**src/rtl/wb_pkg.sv**
```systemverilog
// Shared types and default widths for the Wishbone burst responder.
package wb_pkg;

  localparam int WB_ADDR_WIDTH = 5;
  localparam int WB_DATA_WIDTH = 32;
  localparam int WB_SEL_WIDTH  = WB_DATA_WIDTH / 8;
  localparam int WB_MEM_DEPTH  = 24;

  typedef enum logic [2:0] {
    CLASSIC = 3'b000,
    CONST   = 3'b001,
    INCR    = 3'b010,
    EOB     = 3'b111
  } cti_e;

  typedef enum logic [1:0] {
    ST_IDLE    = 2'b00,
    ST_CLASSIC = 2'b01,
    ST_BURST   = 2'b10,
    ST_ERR     = 2'b11
  } wb_state_e;

  // Constant-address bursts are not served; they terminate with an error.
  function automatic logic cti_supported(input logic [2:0] cti);
    return (cti == CLASSIC) || (cti == INCR) || (cti == EOB);
  endfunction

endpackage

```
**src/rtl/wb_slave_mem.sv**
```systemverilog
// Word memory with a tag bit per word: byte-enable write, combinational read,
// asynchronous clear.
module wb_slave_mem
  import wb_pkg::*;
#(
  parameter int ADDR_WIDTH = WB_ADDR_WIDTH,
  parameter int DATA_WIDTH = WB_DATA_WIDTH,
  parameter int SEL_WIDTH  = WB_SEL_WIDTH,
  parameter int MEM_DEPTH  = WB_MEM_DEPTH
) (
  input  logic                  clk_i,
  input  logic                  rst_ni,
  input  logic                  we_i,
  input  logic [ADDR_WIDTH-1:0] waddr_i,
  input  logic [DATA_WIDTH-1:0] wdata_i,
  input  logic [SEL_WIDTH-1:0]  wsel_i,
  input  logic                  wtag_i,
  input  logic [ADDR_WIDTH-1:0] raddr_i,
  output logic [DATA_WIDTH-1:0] rdata_o,
  output logic                  rtag_o
);

  localparam logic [ADDR_WIDTH:0] DEPTH = (ADDR_WIDTH + 1)'(MEM_DEPTH);

  // Bit DATA_WIDTH of each word holds the tag.
  logic [DATA_WIDTH:0] mem_q [MEM_DEPTH];

  always_ff @(posedge clk_i or negedge rst_ni) begin
    if (!rst_ni) begin
      for (int i = 0; i < MEM_DEPTH; i++) begin
        mem_q[i] <= '0;
      end
    end else if (we_i) begin
      for (int k = 0; k < SEL_WIDTH; k++) begin
        if (wsel_i[k]) begin
          mem_q[waddr_i][k*8 +: 8] <= wdata_i[k*8 +: 8];
        end
      end
      mem_q[waddr_i][DATA_WIDTH] <= wtag_i;
    end
  end

  always_comb begin
    rdata_o = '0;
    rtag_o  = 1'b0;
    if ({1'b0, raddr_i} < DEPTH) begin
      rdata_o = mem_q[raddr_i][DATA_WIDTH-1:0];
      rtag_o  = mem_q[raddr_i][DATA_WIDTH];
    end
  end

endmodule

```
**src/rtl/wb_burst_slave.sv**
```systemverilog
// Wishbone B4 responder serving classic cycles and incrementing bursts from a
// tagged register memory; out-of-range or unsupported accesses end with err_o.
module wb_burst_slave
  import wb_pkg::*;
#(
  parameter int ADDR_WIDTH = WB_ADDR_WIDTH,
  parameter int DATA_WIDTH = WB_DATA_WIDTH,
  parameter int SEL_WIDTH  = DATA_WIDTH / 8,
  parameter int MEM_DEPTH  = WB_MEM_DEPTH
) (
  input  logic                  clk_i,
  input  logic                  rst_ni,
  input  logic [ADDR_WIDTH-1:0] addr_i,
  input  logic [DATA_WIDTH-1:0] data_i,
  input  logic                  we_i,
  input  logic [SEL_WIDTH-1:0]  sel_i,
  input  logic                  stb_i,
  input  logic                  cyc_i,
  input  logic [2:0]            cti_i,
  input  logic                  tag_add_i,
  output logic                  ack_o,
  output logic                  err_o,
  output logic [DATA_WIDTH-1:0] data_o,
  output logic                  tag_o,
  output logic [ADDR_WIDTH-1:0] counter_out,
  output logic [1:0]            state_out
);

  localparam logic [ADDR_WIDTH:0] DEPTH = (ADDR_WIDTH + 1)'(MEM_DEPTH);

  function automatic logic in_range(input logic [ADDR_WIDTH-1:0] a);
    return {1'b0, a} < DEPTH;
  endfunction

  wb_state_e             state_q, state_d;
  logic                  ack_q, ack_d;
  logic                  err_q, err_d;
  logic [DATA_WIDTH-1:0] data_q, data_d;
  logic                  tag_q, tag_d;
  logic [ADDR_WIDTH-1:0] counter_q, counter_d;
  logic [ADDR_WIDTH-1:0] baddr_q, baddr_d;

  logic [ADDR_WIDTH-1:0] acc_addr;
  logic                  mem_we;
  logic [DATA_WIDTH-1:0] rdata;
  logic                  rtag;

  wb_slave_mem #(
    .ADDR_WIDTH (ADDR_WIDTH),
    .DATA_WIDTH (DATA_WIDTH),
    .SEL_WIDTH  (SEL_WIDTH),
    .MEM_DEPTH  (MEM_DEPTH)
  ) u_mem (
    .clk_i   (clk_i),
    .rst_ni  (rst_ni),
    .we_i    (mem_we),
    .waddr_i (acc_addr),
    .wdata_i (data_i),
    .wsel_i  (sel_i),
    .wtag_i  (tag_add_i),
    .raddr_i (acc_addr),
    .rdata_o (rdata),
    .rtag_o  (rtag)
  );

  // The beat is decided at the sampling edge, so the write commits on the same
  // edge that raises ack and a following beat reads the updated word.
  always_comb begin
    state_d   = state_q;
    ack_d     = 1'b0;
    err_d     = 1'b0;
    baddr_d   = baddr_q;
    counter_d = counter_q;
    acc_addr  = addr_i;
    if (!cyc_i) begin
      state_d   = ST_IDLE;
      counter_d = '0;
    end else begin
      case (state_q)
        ST_IDLE: begin
          if (stb_i) begin
            if (!in_range(addr_i) || !cti_supported(cti_i)) begin
              state_d = ST_ERR;
              err_d   = 1'b1;
            end else begin
              ack_d = 1'b1;
              if (cti_i == INCR) begin
                state_d = ST_BURST;
                baddr_d = addr_i + ADDR_WIDTH'(1);
              end else begin
                state_d = ST_CLASSIC;
              end
            end
          end
        end
        ST_BURST: begin
          acc_addr = baddr_q;
          if (stb_i) begin
            if (!in_range(baddr_q)) begin
              err_d   = 1'b1;
              state_d = ST_IDLE;
            end else begin
              ack_d   = 1'b1;
              baddr_d = baddr_q + ADDR_WIDTH'(1);
              if (cti_i == EOB) begin
                state_d = ST_IDLE;
              end
            end
          end
        end
        default: state_d = ST_IDLE;
      endcase
      if (ack_d && (counter_q != '1)) begin
        counter_d = counter_q + ADDR_WIDTH'(1);
      end
    end
    mem_we = ack_d & we_i & (|sel_i);
    data_d = (ack_d & ~we_i) ? rdata : '0;
    tag_d  = ack_d & ~we_i & rtag;
  end

  always_ff @(posedge clk_i or negedge rst_ni) begin
    if (!rst_ni) begin
      state_q   <= ST_IDLE;
      ack_q     <= 1'b0;
      err_q     <= 1'b0;
      data_q    <= '0;
      tag_q     <= 1'b0;
      counter_q <= '0;
      baddr_q   <= '0;
    end else begin
      state_q   <= state_d;
      ack_q     <= ack_d;
      err_q     <= err_d;
      data_q    <= data_d;
      tag_q     <= tag_d;
      counter_q <= counter_d;
      baddr_q   <= baddr_d;
    end
  end

  assign ack_o       = ack_q;
  assign err_o       = err_q;
  assign data_o      = data_q;
  assign tag_o       = tag_q;
  assign counter_out = counter_q;
  assign state_out   = state_q;

endmodule

```
**config.mk**
```make
export PLATFORM = sky130hd
export DESIGN_NAME = wb_burst_slave
export DESIGN_NICKNAME = d
export VERILOG_FILES = /design/src/rtl/wb_pkg.sv /design/src/rtl/wb_slave_mem.sv /design/src/rtl/wb_burst_slave.sv
export SDC_FILE = /design/constraint.sdc
export NUM_CORES = 1
export LEC_CHECK = 0
export ABC_CLOCK_PERIOD_IN_PS = 3300
export BUFFER_PORTS_ARGS = -buffer_cell sky130_fd_sc_hd__buf_4
export CAP_MARGIN = 20
export CORE_UTILIZATION = 35
export DETAILED_ROUTE_END_ITERATION = 8
export GPL_ROUTABILITY_DRIVEN = 0
export GPL_TIMING_DRIVEN = 0
export SYNTH_ARGS = -nofsm -noshare
export SYNTH_HDL_FRONTEND = slang
export SYNTH_HIERARCHICAL = 1
export SYNTH_SLANG_ARGS = --single-unit
```
**constraint.sdc**
```tcl
create_clock -name clk_i -period 3.3 [get_ports clk_i]
set_input_delay 0.33 -clock clk_i [delete_from_list [all_inputs] [get_ports clk_i]]
set_output_delay 0.33 -clock clk_i [all_outputs]
set_load 0.03 [all_outputs]
```
# Word-level counts from Yosys, hierarchy flattened
# Cells that the tools add are included.
# Widths: inputs -> output; s select.
# word_totals
elab_cells	131
inputBits	50
ff_bits	839
output_inout_bits	42
# op_classes
eq_ne	13
n_lt_le_gt_ge	5
muxes	60
reduce_logical	13
bitwise	6
addsub	3
# ops
op	n
$mux 792	8
$bwmux 792	5
$demux 33 s5	5
$bmux 33 s5	1
$mux 33	3
$mux 32	3
$mux 5	9
$mux 24	1
$mux 16	1
$add 5x1->5 const B	3
$lt 5x5->1 const B	3
$mux 2	7
$mux 1	12
$ne 2x2->1 const B	5
$pmux 5 s2	1
$mux 8	1
$reduce_and 7->1	1
$ge 6x6->1 const B	1
$lt 6x1->1 const B	1
$ne 3x3->1 const B	2
$not 5->6	1
$ne 5x5->1 const B	1
$and 1x1->1	4
$ne 4x4->1 const B	1
other kinds (15)	20

# Logic depth before layout (Yosys ltp)
# logic_depth
word_depth	23
depth_mapped	13
ltp_nobuf	9

# Hierarchy
# The synthesis kept the hierarchy.
# modules_own_cells
mod	area_per_inst_um2	cells_each	instances
wb_slave_mem	36128.4	2348	1
wb_burst_slave	2073.2	183	1

# Least setup slack after synthesis
# No wires, ideal clock.
# synth_path
path_type	flip-flop to flip-flop
start	register state_q[0], in the netlist state_out[0]
end	register data_q[11], in the netlist data_o[11]
synth_period_minus_slack_ns	3.028
setup_ns	0.119
t_arrival_ns	2.909
setup_slack_ns	0.272
path_buffers	3
stages_incl_launch_ff	12
path_cell_list	dfrtp_1 -> nand2b_1 -> buf_6 -> mux2i_1 -> a21oi_1 -> buf_2 -> buf_2 -> mux4_2 -> a22o_1 -> a31oi_1 -> o21ai_0 -> and2_1
# synth_between
elab_chain_cells	9
word_cells_on_any_way	15
# synth_rtl
item	line_no	text
start: declaration	wb_burst_slave.sv:35	wb_state_e state_q, state_d;
start signal: assignment	wb_burst_slave.sv:132	state_q <= state_d;
$eq 2x2->1 (*)	wb_burst_slave.sv:79	case (state_q)
$mux 5 (*)	wb_burst_slave.sv:79	
$mux 5 (*)	wb_burst_slave.sv:75	if (!cyc_i) begin
named net acc_addr[0]	wb_burst_slave.sv:43	logic [ADDR_WIDTH-1:0] acc_addr;
$not 5->6 (implied by the code)	wb_slave_mem.sv:47	rdata_o = mem_q[raddr_i][DATA_WIDTH-1:0];
$bmux 33 s5	wb_slave_mem.sv:47	
$mux 33 (implied by the code) (2 in a row)	wb_slave_mem.sv:47	
$mux 32 (*)	wb_slave_mem.sv:46	if ({1'b0, raddr_i} < DEPTH) begin
named net rdata[11]	wb_burst_slave.sv:45	logic [DATA_WIDTH-1:0] rdata;
$mux 32 (*)	wb_burst_slave.sv:118	data_d = (ack_d & ~we_i) ? rdata : '0;
named net data_d[11]	wb_burst_slave.sv:38	logic [DATA_WIDTH-1:0] data_q, data_d;
end signal: assignment	wb_burst_slave.sv:135	data_q <= data_d;
end: declaration	wb_burst_slave.sv:38	
# The timed path passes the listed nets; every way through them passes the cells marked *. The select of a mux whose other input is x is not followed.
# A chain may end at the register's enable or synchronous reset.

# Worst setup path in the final report
# layout_path
start	register state_q[0], in the netlist state_out[0]
end	register u_mem/mem_q[655] (netlist bit)
# layout_between
elab_chain_cells	18
word_cells_on_any_way	32
# layout_rtl
item	line_no	text
$eq 2x2->1 (*)	wb_burst_slave.sv:79	
$mux 5 (*)	wb_burst_slave.sv:79	
$mux 5 (*)	wb_burst_slave.sv:75	
named net acc_addr[1]	wb_burst_slave.sv:43	
$not 5->6 (implied by the code) (*)	wb_slave_mem.sv:36, wb_slave_mem.sv:39	
$demux 33 s5	wb_slave_mem.sv:36	mem_q[waddr_i][k*8 +: 8] <= wdata_i[k*8 +: 8];
$bwmux 792	wb_slave_mem.sv:36	
$mux 792	wb_slave_mem.sv:35	if (wsel_i[k]) begin
[3 not listed]	n/a	
$mux 792	wb_slave_mem.sv:33	end else if (we_i) begin
$bwmux 792	wb_slave_mem.sv:36	
$mux 792	wb_slave_mem.sv:35	
$mux 792	wb_slave_mem.sv:33	
$bwmux 792	wb_slave_mem.sv:36	
$mux 792	wb_slave_mem.sv:35	
$mux 792	wb_slave_mem.sv:33	
$bwmux 792 (*)	wb_slave_mem.sv:39	mem_q[waddr_i][DATA_WIDTH] <= wtag_i;
end signal: indexed assignment	wb_slave_mem.sv:36	
end signal: indexed assignment	wb_slave_mem.sv:39	
end: declaration	wb_slave_mem.sv:26	logic [DATA_WIDTH:0] mem_q [MEM_DEPTH];
# Marked as above.

==> summary.txt <==
Clock tree
  • Insertion delay of the later-clocked pin in the worst-skew pair: 0.67 ns
  • Worst-path clk slew: 0.06 ns
  • # H-tree levels: 3
  • Clock Sinks: 839
  • CTS max path bufs: 3
  • Cts bufs inserted: 89
  • Root buffer cell: clkbuf_16
  • CTS tree: built

Yosys
  • Yosys cell types: 58
  • Share of the synthesized area in the top cell type: 55.0%
  • Sequential share of the synthesized area: 55.0%
  • Syn Nets: 2584
  • Dominant cell type by area after synthesis: dfrtp_1
  • Synth Register Bits: 839
  • Synth Area per Inst: 15.1 um^2
  • Post-Syn Area: 38200 um^2
  • Fraction of registers with async set/reset: 100%
  • Top cells by area, synth: dfrtp_1, mux2_2, mux4_2
  • Synthesis Warnings: 6
  • Most used DFF post-synth: dfrtp_1
  • Post-synth EDFFs: 0
  • Cells after synthesis: 2531

Critical path
  • Arr. time, crit path: 3.82 ns
  • Top cell family by delay on the critical path: simple AND/OR/NAND/NOR gates
  • Worst flop-to-flop path startpoint: state_out[0]
  • Worst reg2reg path depth: 11
  • WS Path Type: register to register
  • Stages on the worst setup path: 11
  • Critical Path Slowest Stage Cell: dfrtp_2
  • Crit path max fanout: 8
  • Reg2reg end: u_mem/mem_q[655]
  • Req. time, crit path: 3.83 ns
  • Worst reg-to-reg setup slack: 0.01 ns
  • CP endpoint kind: register
  • Crit path buf inv count: 3
  • Max stage delay on crit path: 0.43 ns
  • Worst setup SP type: register
  • CP Cell Sequence: nand2b_1 > buf_6 > mux2_2 > nor2_1 > nor2_4 > buf_4 > or2_2 > buf_4 > nor2_4 > nand2_1 > mux2_2

STA
  • RSZ-0062 raised after global routing: true
  • Final Max Slew Viols: 0
  • Final period util: 99.6%
  • Worst Hold Slack: 0.0382 ns
  • Final-report hold violation count: 0
  • Clk_skew: 0.0273 ns
  • Worst slew pin tran: 1.21 ns
  • Max Fclk: 304 MHz
  • Max_slew headroom: 18.8%
  • Post-layout minimum cycle time: 3.29 ns
  • Setup ws final: 0.0140 ns
  • Final setup fails: 0

Final layout
  • Area growth, synth to finish: 18.2%
  • FF+latch area: 21000 um^2
  • Layout cells sized above 1: 48.4%
  • Multi-input gate area: 16900 um^2
  • Fillers: 9512
  • Fin nets: 2825

Hold path
  • Hold_sp: data_i[22]
  • HP Class: input port to register
  • Hold endpoint: u_mem/mem_q[88]
  • Worst hold path stage count: 2

Global routing
  • Vias in the first global route: 24.9k
  • Largest net degree at the start of global routing: 137
  • Overflow after GRT: 0
  • Initial antenna violation count: 0
  • Total track usage: 19.7%
  • First-pass GRT wire length: 163000 um

Floorplanning
  • Starting density of the core: 35.5%
  • FP Rows: 120
  • Core Area: 108000 um^2
  • Die Width: 332 um
  • Die height: 332 um
  • Die area: 110000 um^2
  • # IOs: 92

Drt
  • DR iter-0 viols: 1638
  • DRC Markers: 0
  • WL per Instance: 25.5 um
  • Vias after detailed routing: 23.1k
  • Final wirelength: 108000 um
  • Via density per instance: 5.45
  • TritonRoute pass-1 iters: 5
  • Antenna viol nets, final: 0

Placed design
  • Buffers on Ports: 90
  • DP Worst Slack: -1.78 ns
  • Post-DP HPWL: 80500 um

Status
  • Status: complete, no violations

Job
  • Max-cap violations: 0

Power
  • Static Leakage: 0.0223 uW
  • Power per Cell Area: 523 nW/um^2
  • Maximum vdd drop: 0.000340 V
## layer usage
| metal | up-vias | global-route usage [%] | share of wire [%] |
|---|---|---|---|
| met1 | 12350 | 26.3 | 43 |
| met3 | 186 | 2.69 | 4.4 |
| met2 | 638 | 32.8 | 49 |
| li1 | 9949 | - | - |
| met5 | - | 0 | 0 |
| met4 | 0 | 6.80 | 3.2 |
## cell families (layout without fill, tap and decap cells)
group | Yosys count | after routing | share of synthesized area (%)
multiplexers | 1099 | 1099 | 35.8
flip-flops | 839 | 839 | 55.0
AND/OR/NAND/NOR | 222 | 222 | 3.67
AO/OA/AOI/OAI | 193 | 193 | 3.50
buffers and inverters | 174 | 480 | 1.93
adder cells (fa/ha/maj) | 3 | 3 | 0.0983
XOR/XNOR | 1 | 1 | 0.0229
other | 0 | 2 | 0
## flip-flops by register name (all words and copies together), names as in the netlist
name and count:
counter_out 5, tag_o 1, ack_o 1, baddr_q 5, u_mem/mem_q 792, err_o 1, state_out 2, data_o 32
## placed cells by master (no fill, tap or decap), types with 27 or more instances in the layout
master / netlist / final
dfrtp_1: 839 / 838
mux2_2: 763 / 761
mux2i_1: 168 / 168
mux4_2: 132 / 132
buf_4: 5 / 117
clkbuf_1: 119 / 96
clkbuf_16: 0 / 91
a22oi_1: 66 / 66
nand2_1: 64 / 49
nand2_2: 32 / 47
and2_1: 34 / 32
a22o_1: 33 / 31
dlygate4sd3_1: 0 / 30
mux2_1: 27 / 27
## metrics by stage
step | cell area (um^2) | total power [uW] | utilization (%) | setup TNS [ns] | cells
detailed placement | 40900 | 13300 | 38.0 | -347.97 | 4034
CTS | 44800 | 23800 | 41.6 | -0.0152 | 4235
global route | 45200 | 24500 | 41.9 | -1.66 | 4240
global placement | 40600 | 13200 | 37.7 | -6143.98 | 4024
floorplan | 38200 | 12200 | - | 0 | 2531
finish | 45200 | 23600 | 41.9 | 0 | 4242
## timing repair
action / in CTS / in global routing
endpoints found under the setup margin: 690 / 470
hold buffers: 30 / 0
endpoints found under the hold margin: 202 / 0
cloned: 0 / 1
pin swaps: 12 / 1
resized for setup: 165 / 71
buffers inserted: 17 / 4
## cell usage after synthesis (all sizes together), types with 2 or more instances
cell type / number
ha: 3
or4: 2
inv: 6
a31oi: 36
dfrtp: 839
buf: 46
nand4b: 2
nor4: 5
nor2: 25
a22oi: 66
a211oi: 2
clkbuf: 122
nand3: 3
nand2b: 6
mux2i: 169
or2b: 2
mux4: 132
nand4: 3
mux2: 798
o21ai: 37
and2: 34
nor3: 13
a21oi: 8
o31ai: 4
a2bb2oi: 2
and3: 4
nand2: 108
nor2b: 3
nor3b: 3
a22o: 33
nand4bb: 2
## final cells by class
cell class | instances | share of cell area [%]
Antenna cell | 2 | 0.0111
Buffer | 166 | 2.37
Clock buffer | 126 | 5.73
Clock inverter | 30 | 0.898
Inverter | 6 | 0.0499
Multi-Input combinational cell | 1518 | 37.3
Sequential cell | 839 | 46.5
Tap cell | 1403 | 3.89
Timing Repair Buffer | 152 | 3.20
## worst max-delay path by stage
stage | to | from | slack, ns
floorplan | data_o[11] | state_out[0] | 0.27
global placement | u_mem/mem_q[268] | rst_ni | -7.17
detailed placement | data_o[10] | state_out[1] | -1.78
CTS | data_o[11] | state_out[1] | -0.02
global route | u_mem/mem_q[655] | state_out[1] | -0.06
finish | u_mem/mem_q[655] | state_out[0] | 0.01
## worst register-to-register path: cells and delay by family (launching register included)
kind / cells / cell delay (ns)
buffers and inverters: 3 / 0.55
DFF: 1 / 0.43
muxes: 2 / 0.78
and+or+nand+nor: 6 / 1.37
## power breakdown
group	switching, uW	internal, uW
combinational	1590	993
clock	4170	6090
sequential	181	10600
No activity file was read; power rests on OpenSTA's default activity.
